## src/rtl/sap_out_display_if.sv

```systemverilog
// CPU output-port bundle: load strobe and value in, conversion status and display drive out.
interface sap_out_display_if;
    logic        lo;
    logic [7:0]  out_bus;
    logic        busy;
    logic        valid;
    logic [11:0] bcd;
    logic [6:0]  seg;
    logic [2:0]  an;

    modport master (
        output lo, out_bus,
        input  busy, valid, bcd, seg, an
    );

    modport slave (
        input  lo, out_bus,
        output busy, valid, bcd, seg, an
    );
endinterface

```

## src/rtl/sap_out_display.sv

```systemverilog
// SAP output register -> 8-iteration double-dabble BCD -> multiplexed 3-digit 7-segment display.
// Result lands 8 edges after capture; no backpressure, one pending slot absorbs OUTs during conversion (latest wins).
module sap_out_display #(
    parameter int SCAN_DIV = 4
) (
    input  logic             clk,
    input  logic             rst,
    sap_out_display_if.slave bus
);
    localparam int CW = (SCAN_DIV > 1) ? $clog2(SCAN_DIV) : 1;
    localparam logic [CW-1:0] SCAN_MAX = CW'(SCAN_DIV - 1);

    typedef enum logic {IDLE, CONV} state_t;

    state_t      state;
    logic [7:0]  shift_q;
    logic [11:0] scratch_q;
    logic [2:0]  iter_q;
    logic        pend_vld;
    logic [7:0]  pend_dat;
    logic        busy_q;
    logic        valid_q;
    logic [11:0] bcd_q;
    logic [CW-1:0] scan_cnt;
    logic [2:0]  an_q;
    logic [6:0]  seg_q;

    function automatic logic [3:0] dabble(input logic [3:0] d);
        return (d >= 4'd5) ? d + 4'd3 : d;
    endfunction

    function automatic logic [6:0] seg_decode(input logic [3:0] d);
        case (d)
            4'd0:    return 7'h3F;
            4'd1:    return 7'h06;
            4'd2:    return 7'h5B;
            4'd3:    return 7'h4F;
            4'd4:    return 7'h66;
            4'd5:    return 7'h6D;
            4'd6:    return 7'h7D;
            4'd7:    return 7'h07;
            4'd8:    return 7'h7F;
            4'd9:    return 7'h6F;
            default: return 7'h00;
        endcase
    endfunction

    logic [11:0] scr_adj;
    logic [11:0] scr_next;
    logic [7:0]  shift_next;

    always_comb begin
        scr_adj    = {dabble(scratch_q[11:8]), dabble(scratch_q[7:4]), dabble(scratch_q[3:0])};
        scr_next   = {scr_adj[10:0], shift_q[7]};
        shift_next = {shift_q[6:0], 1'b0};
    end

    always_ff @(posedge clk) begin
        if (rst) begin
            state     <= IDLE;
            shift_q   <= '0;
            scratch_q <= '0;
            iter_q    <= '0;
            pend_vld  <= 1'b0;
            pend_dat  <= '0;
            busy_q    <= 1'b0;
            valid_q   <= 1'b0;
            bcd_q     <= '0;
        end else begin
            case (state)
                IDLE: begin
                    if (bus.lo) begin
                        shift_q   <= bus.out_bus;
                        scratch_q <= '0;
                        iter_q    <= '0;
                        state     <= CONV;
                        busy_q    <= 1'b1;
                    end
                end
                CONV: begin
                    if (iter_q == 3'd7) begin
                        bcd_q   <= scr_next;
                        valid_q <= 1'b1;
                        // A fresh strobe beats the pending value, which is then dropped.
                        if (bus.lo) begin
                            shift_q   <= bus.out_bus;
                            scratch_q <= '0;
                            iter_q    <= '0;
                            pend_vld  <= 1'b0;
                        end else if (pend_vld) begin
                            shift_q   <= pend_dat;
                            scratch_q <= '0;
                            iter_q    <= '0;
                            pend_vld  <= 1'b0;
                        end else begin
                            state  <= IDLE;
                            busy_q <= 1'b0;
                        end
                    end else begin
                        scratch_q <= scr_next;
                        shift_q   <= shift_next;
                        iter_q    <= iter_q + 3'd1;
                        if (bus.lo) begin
                            pend_vld <= 1'b1;
                            pend_dat <= bus.out_bus;
                        end
                    end
                end
                default: state <= IDLE;
            endcase
        end
    end

    logic [2:0] an_next;
    logic [3:0] digit;
    logic       blank;

    always_comb begin
        an_next = {an_q[1:0], an_q[2]};
        case (an_next)
            3'b100: begin
                digit = bcd_q[11:8];
                blank = !valid_q || (bcd_q[11:8] == 4'd0);
            end
            3'b010: begin
                digit = bcd_q[7:4];
                blank = !valid_q || (bcd_q[11:4] == 8'd0);
            end
            default: begin
                digit = bcd_q[3:0];
                blank = !valid_q;
            end
        endcase
    end

    // seg moves only together with an, so it always matches the enabled digit.
    always_ff @(posedge clk) begin
        if (rst) begin
            scan_cnt <= '0;
            an_q     <= 3'b001;
            seg_q    <= 7'h00;
        end else if (scan_cnt == SCAN_MAX) begin
            scan_cnt <= '0;
            an_q     <= an_next;
            seg_q    <= blank ? 7'h00 : seg_decode(digit);
        end else begin
            scan_cnt <= scan_cnt + CW'(1);
        end
    end

    assign bus.busy  = busy_q;
    assign bus.valid = valid_q;
    assign bus.bcd   = bcd_q;
    assign bus.seg   = seg_q;
    assign bus.an    = an_q;
endmodule
```

## src/flat_wrapper.sv

```systemverilog
// flat-port wrapper written by rule: the top's interface ports become plain ports
module sap_out_display_flat 
#(
    parameter int SCAN_DIV = 4
)
  (clk, rst, bus_lo, bus_out_bus, bus_busy, bus_valid, bus_bcd, bus_seg, bus_an);
  sap_out_display_if bus_i ();
  input  logic clk;
  input  logic rst;
  input wire logic [$bits(bus_i.lo)-1:0] bus_lo;
  input wire logic [$bits(bus_i.out_bus)-1:0] bus_out_bus;
  output wire logic [$bits(bus_i.busy)-1:0] bus_busy;
  output wire logic [$bits(bus_i.valid)-1:0] bus_valid;
  output wire logic [$bits(bus_i.bcd)-1:0] bus_bcd;
  output wire logic [$bits(bus_i.seg)-1:0] bus_seg;
  output wire logic [$bits(bus_i.an)-1:0] bus_an;
  assign bus_i.lo = bus_lo;
  assign bus_i.out_bus = bus_out_bus;
  assign bus_busy = bus_i.busy;
  assign bus_valid = bus_i.valid;
  assign bus_bcd = bus_i.bcd;
  assign bus_seg = bus_i.seg;
  assign bus_an = bus_i.an;
  sap_out_display #(.SCAN_DIV(SCAN_DIV)) u_core (.clk(clk), .rst(rst), .bus(bus_i));
endmodule
```

## config.mk

```make
export PLATFORM = sky130hd
export DESIGN_NAME = sap_out_display_flat
export DESIGN_NICKNAME = d
export VERILOG_FILES = /design/src/rtl/sap_out_display_if.sv /design/src/rtl/sap_out_display.sv /design/src/flat_wrapper.sv
export SDC_FILE = /design/constraint.sdc
export NUM_CORES = 1
export LEC_CHECK = 0
export CAP_MARGIN = 5
export CORE_AREA = 2 2 83 85
export CTS_CLUSTER_DIAMETER = 200
export DETAILED_ROUTE_END_ITERATION = 10
export DIE_AREA = 0 0 85 87
export PLACE_DENSITY = 0.69
export SETUP_SLACK_MARGIN = 0.05
export SLEW_MARGIN = 5
export SYNTH_ARGS = -nofsm -noshare
export SYNTH_HDL_FRONTEND = slang
export SYNTH_SLANG_ARGS = --single-unit
```

## constraint.sdc

```tcl
create_clock -name clk -period 2.05 [get_ports clk]
set_clock_uncertainty 0.15 [all_clocks]
set_input_delay 0.41 -clock clk [delete_from_list [all_inputs] [get_ports clk]]
set_output_delay 0.41 -clock clk [all_outputs]
set_load 0.03 [all_outputs]
```

==> impl_metrics.toml <==
[outcome]
status = "completed"

[routing]
viasPerCell = 5.24
routed_wl_mm = 6.07
first_pass_iters = 4
drcViolationCount = 0
post_drt_wl_per_cell_um = 12.9
drtAntennaViolNets = 0
num_vias = 2462
drtIter0Drc = 72

[timing]
rsz0062_at_grt = "yes"
hold_viol_final = 0
worstMarginPinSlew_ps = 449
clock.fmax_mhz = 511
relSlewSlack_pct = 70.0
slew_viol_final = 0
setup_ws_ps = 93.0
setup_viol = 0
post-route-period-util_pct = 95.5
period_minus_slack_ps = 1960

[grt]
grt_util_all_layers_pct = 17.0
grt_pass1_vias = 2256
gr-total-overflow = 0
grt_pass1_wl_mm = 10.2
antenna_found_initial = 0
grt_max_degree = 51

[pwr]
peakVddDrop_mv = 0.374
power_density_mw_per_mm2 = 698
power_mw = 2.58
p_leak_nw = 1.56

[place]
io_buffers = 34
post-place-ws_ps = -62.7
place.gp.congestion = 0.778
dp_hpwl_mm = 4.34

[critical_path]
crit_fanout = 11
cp.required_ps = 2120
rrSetupSlack_ps = 90
critPathMostFrequentCell = "a21oi_2"
critPathMaxStageDelay_ps = 380
crit_path_top_delay_cell = "dfxtp_4"
cp_num_buf_inv = 1
path_class = "flip-flop to flip-flop"
worstPathArrival_ps = 2030
critPathCaptureType = "flip-flop"
critical_path.top_delay_family = "compound AO/OA/AOI/OAI gates"
cp-start-kind = "flip-flop"
crit_chain = "xnor2_2 -> or2_1 -> a21oi_2 -> inv_1 -> ha_1 -> nand3_1 -> a21oi_2 -> o21ai_1"

[synthesis]
synth_cell_type_count = 46
synth_top_area_share_pct = 41.0
synthMuxAreaShare_pct = 4.86
synth_xor_area_share_pct = 1.22
synthSimpleGateAreaFrac_pct = 19.6
syn-num-nets = 363
ys_seq_area_share_pct = 41.0
synthCells = 337
synth_fa_ha_area_share_pct = 6.51
synth.avg_cell_area_um2 = 8.55
synth.area.top_cells = "dfxtp_1 (41%), ha_1 (6.5%), nor2_1 (6.4%), a21oi_1 (5.2%), mux2i_1 (4.9%)"
synth_ff_type = "dfxtp_1"
synth.largest_area_cell = "dfxtp_1"
synthArstFlopShare_pct = 0
ys_ff_latch = 59
synth-edff-count = 0
syn_area_mm2 = 0.00288
synth_top_family_by_area = "compound AO/OA/AOI/OAI gates"
synth-compound-area-share_pct = 22.1
yosysWarnings = 0

[cts]
h-tree-depth = 3
cts.path.max_buffers = 2
cts_tree = "done"
cts_num_sinks = 59
cts_buffers = 9
cts_root_buf = "clkbuf_8"
insertion_delay_ps = 330
clk_pin_slew_ps = 70

[die]
rows = 30
die_w_um = 85
die_h_um = 87
dieArea_mm2 = 0.00740
fp.coreArea_mm2 = 0.00657
initial_core_util_pct = 43.9
ios = 35

[final_layout]
drive_gt1_share_pct = 16.2
layout.nets = 411
layout_common_cells = "dfxtp_1 (56), nor2_1 (47), nand2_1 (28)"
areaGrowthSynthToFinish_pct = 28.4
final_common_cell = "dfxtp_1"
antenna_cells = 0

[job]
maxCapViolCount = 0

[hold_path]
hp-class = "primary input to flip-flop"
==> per-layer routing <==
metal / global-route usage, % / share of wire, % / wire length (um)
met5: 0 / 0 / 0
met4: 7.36 / 1.5 / 91
met3: 2.94 / 4.4 / 266
met2: 28.6 / 45 / 2750
met1: 21.4 / 49 / 2960
==> worst register-to-register path: cells and delay by family, from the launching register on <==
kind,cells,cell delay [ps]
compound gates,3,420
xor+xnor,1,180
fa+ha+maj,1,300
buf+inv,1,90
flops,1,380
simple gates,2,340
==> what timing repair did <==
| action | in CTS | in global routing |
|---|---|---|
| gates resized for setup | 8 | 17 |
| hold buffers | 0 | 0 |
| endpoints found under the setup margin | 9 | 18 |
| setup buffers | 2 | 2 |
| cloned | 0 | 0 |
| pin swaps | 3 | 4 |
==> registers in the layout (all words and copies together) (netlist names) <==
name	cells
u_core.bus.bcd	12
u_core.bus.seg	7
u_core.state	1
u_core.scan_cnt	2
u_core.scratch_q	12
u_core.bus.an	3
u_core.bus.busy	1
u_core.shift_q	8
u_core.pend_dat	8
u_core.bus.valid	1
u_core.pend_vld	1
u_core.iter_q	3
==> cells in the mapped netlist (2+ instances only) <==
cell       n
nand2b_1   6
a21oi_1   30
clkbuf_1  12
nand3b_1   3
xnor2_1    4
nor2b_1    4
nor3_1     9
a211oi_2   2
mux2i_1   14
a211oi_1  13
o21ai_0    6
nand2_1   28
o21bai_2   2
o22a_1     2
ha_1      15
a22oi_1    9
and2_1     2
nor2_1    49
o21ai_1    5
inv_1     12
nand3_1    9
nor3b_1    6
o22ai_1   10
buf_2      5
dfxtp_1   59
==> through the flow <==
stage | area [um^2] | hold WS, ps | util, % | std cells | TNS, ps
finish | 3700 | 182 | 56.3 | 470 | 0
global route | 3700 | 178 | 56.3 | 470 | -9.00
global placement | 3410 | 266 | 52.0 | 450 | -8.69
CTS | 3630 | 170 | 55.2 | 468 | 0
floorplan | 2900 | 254 | - | 337 | 0
detailed placement | 3410 | 273 | 52.0 | 450 | -584
==> power breakdown <==
part           internal (mW)  switching (mW)  total, mW
Sequential              1.18          0.0309       1.21
Combinational          0.163           0.183      0.347
Clock                  0.556           0.467       1.02
Total                   1.90           0.681       2.58
==> logic make-up after synthesis <==
group,after synthesis
AO/OA/AOI/OAI,92
XOR/XNOR,4
adder cells (fa/ha/maj),15
buffers and inverters,31
flip-flops,59
multiplexers,14
AND/OR/NAND/NOR,122
==> final timing paths <==
check / from / endpoint / cells past startpoint
min reg2reg: u_core.scan_cnt[0]$_SDFF_PP0_ / u_core.scan_cnt[0]$_SDFF_PP0_ / 1
max reg2reg: u_core.bus.an[1]$_SDFFE_PP0P_ / u_core.bus.seg[3]$_SDFFE_PP0P_ / 8
max: u_core.bus.an[1]$_SDFFE_PP0P_ / u_core.bus.seg[3]$_SDFFE_PP0P_ / 8
min: rst / u_core.scan_cnt[0]$_SDFF_PP0_ / 2
==> layout make-up <==
class / count / area (um^2)
Fill cell: 574 / 2870
Multi-Input combinational cell: 247 / 1620
Sequential cell: 59 / 1190
Timing Repair Buffer: 56 / 551
Clock buffer: 9 / 124
Tap cell: 80 / 100
Clock inverter: 7 / 68.8
Inverter: 12 / 45.0
No activity file was read; power rests on OpenSTA's default activity.
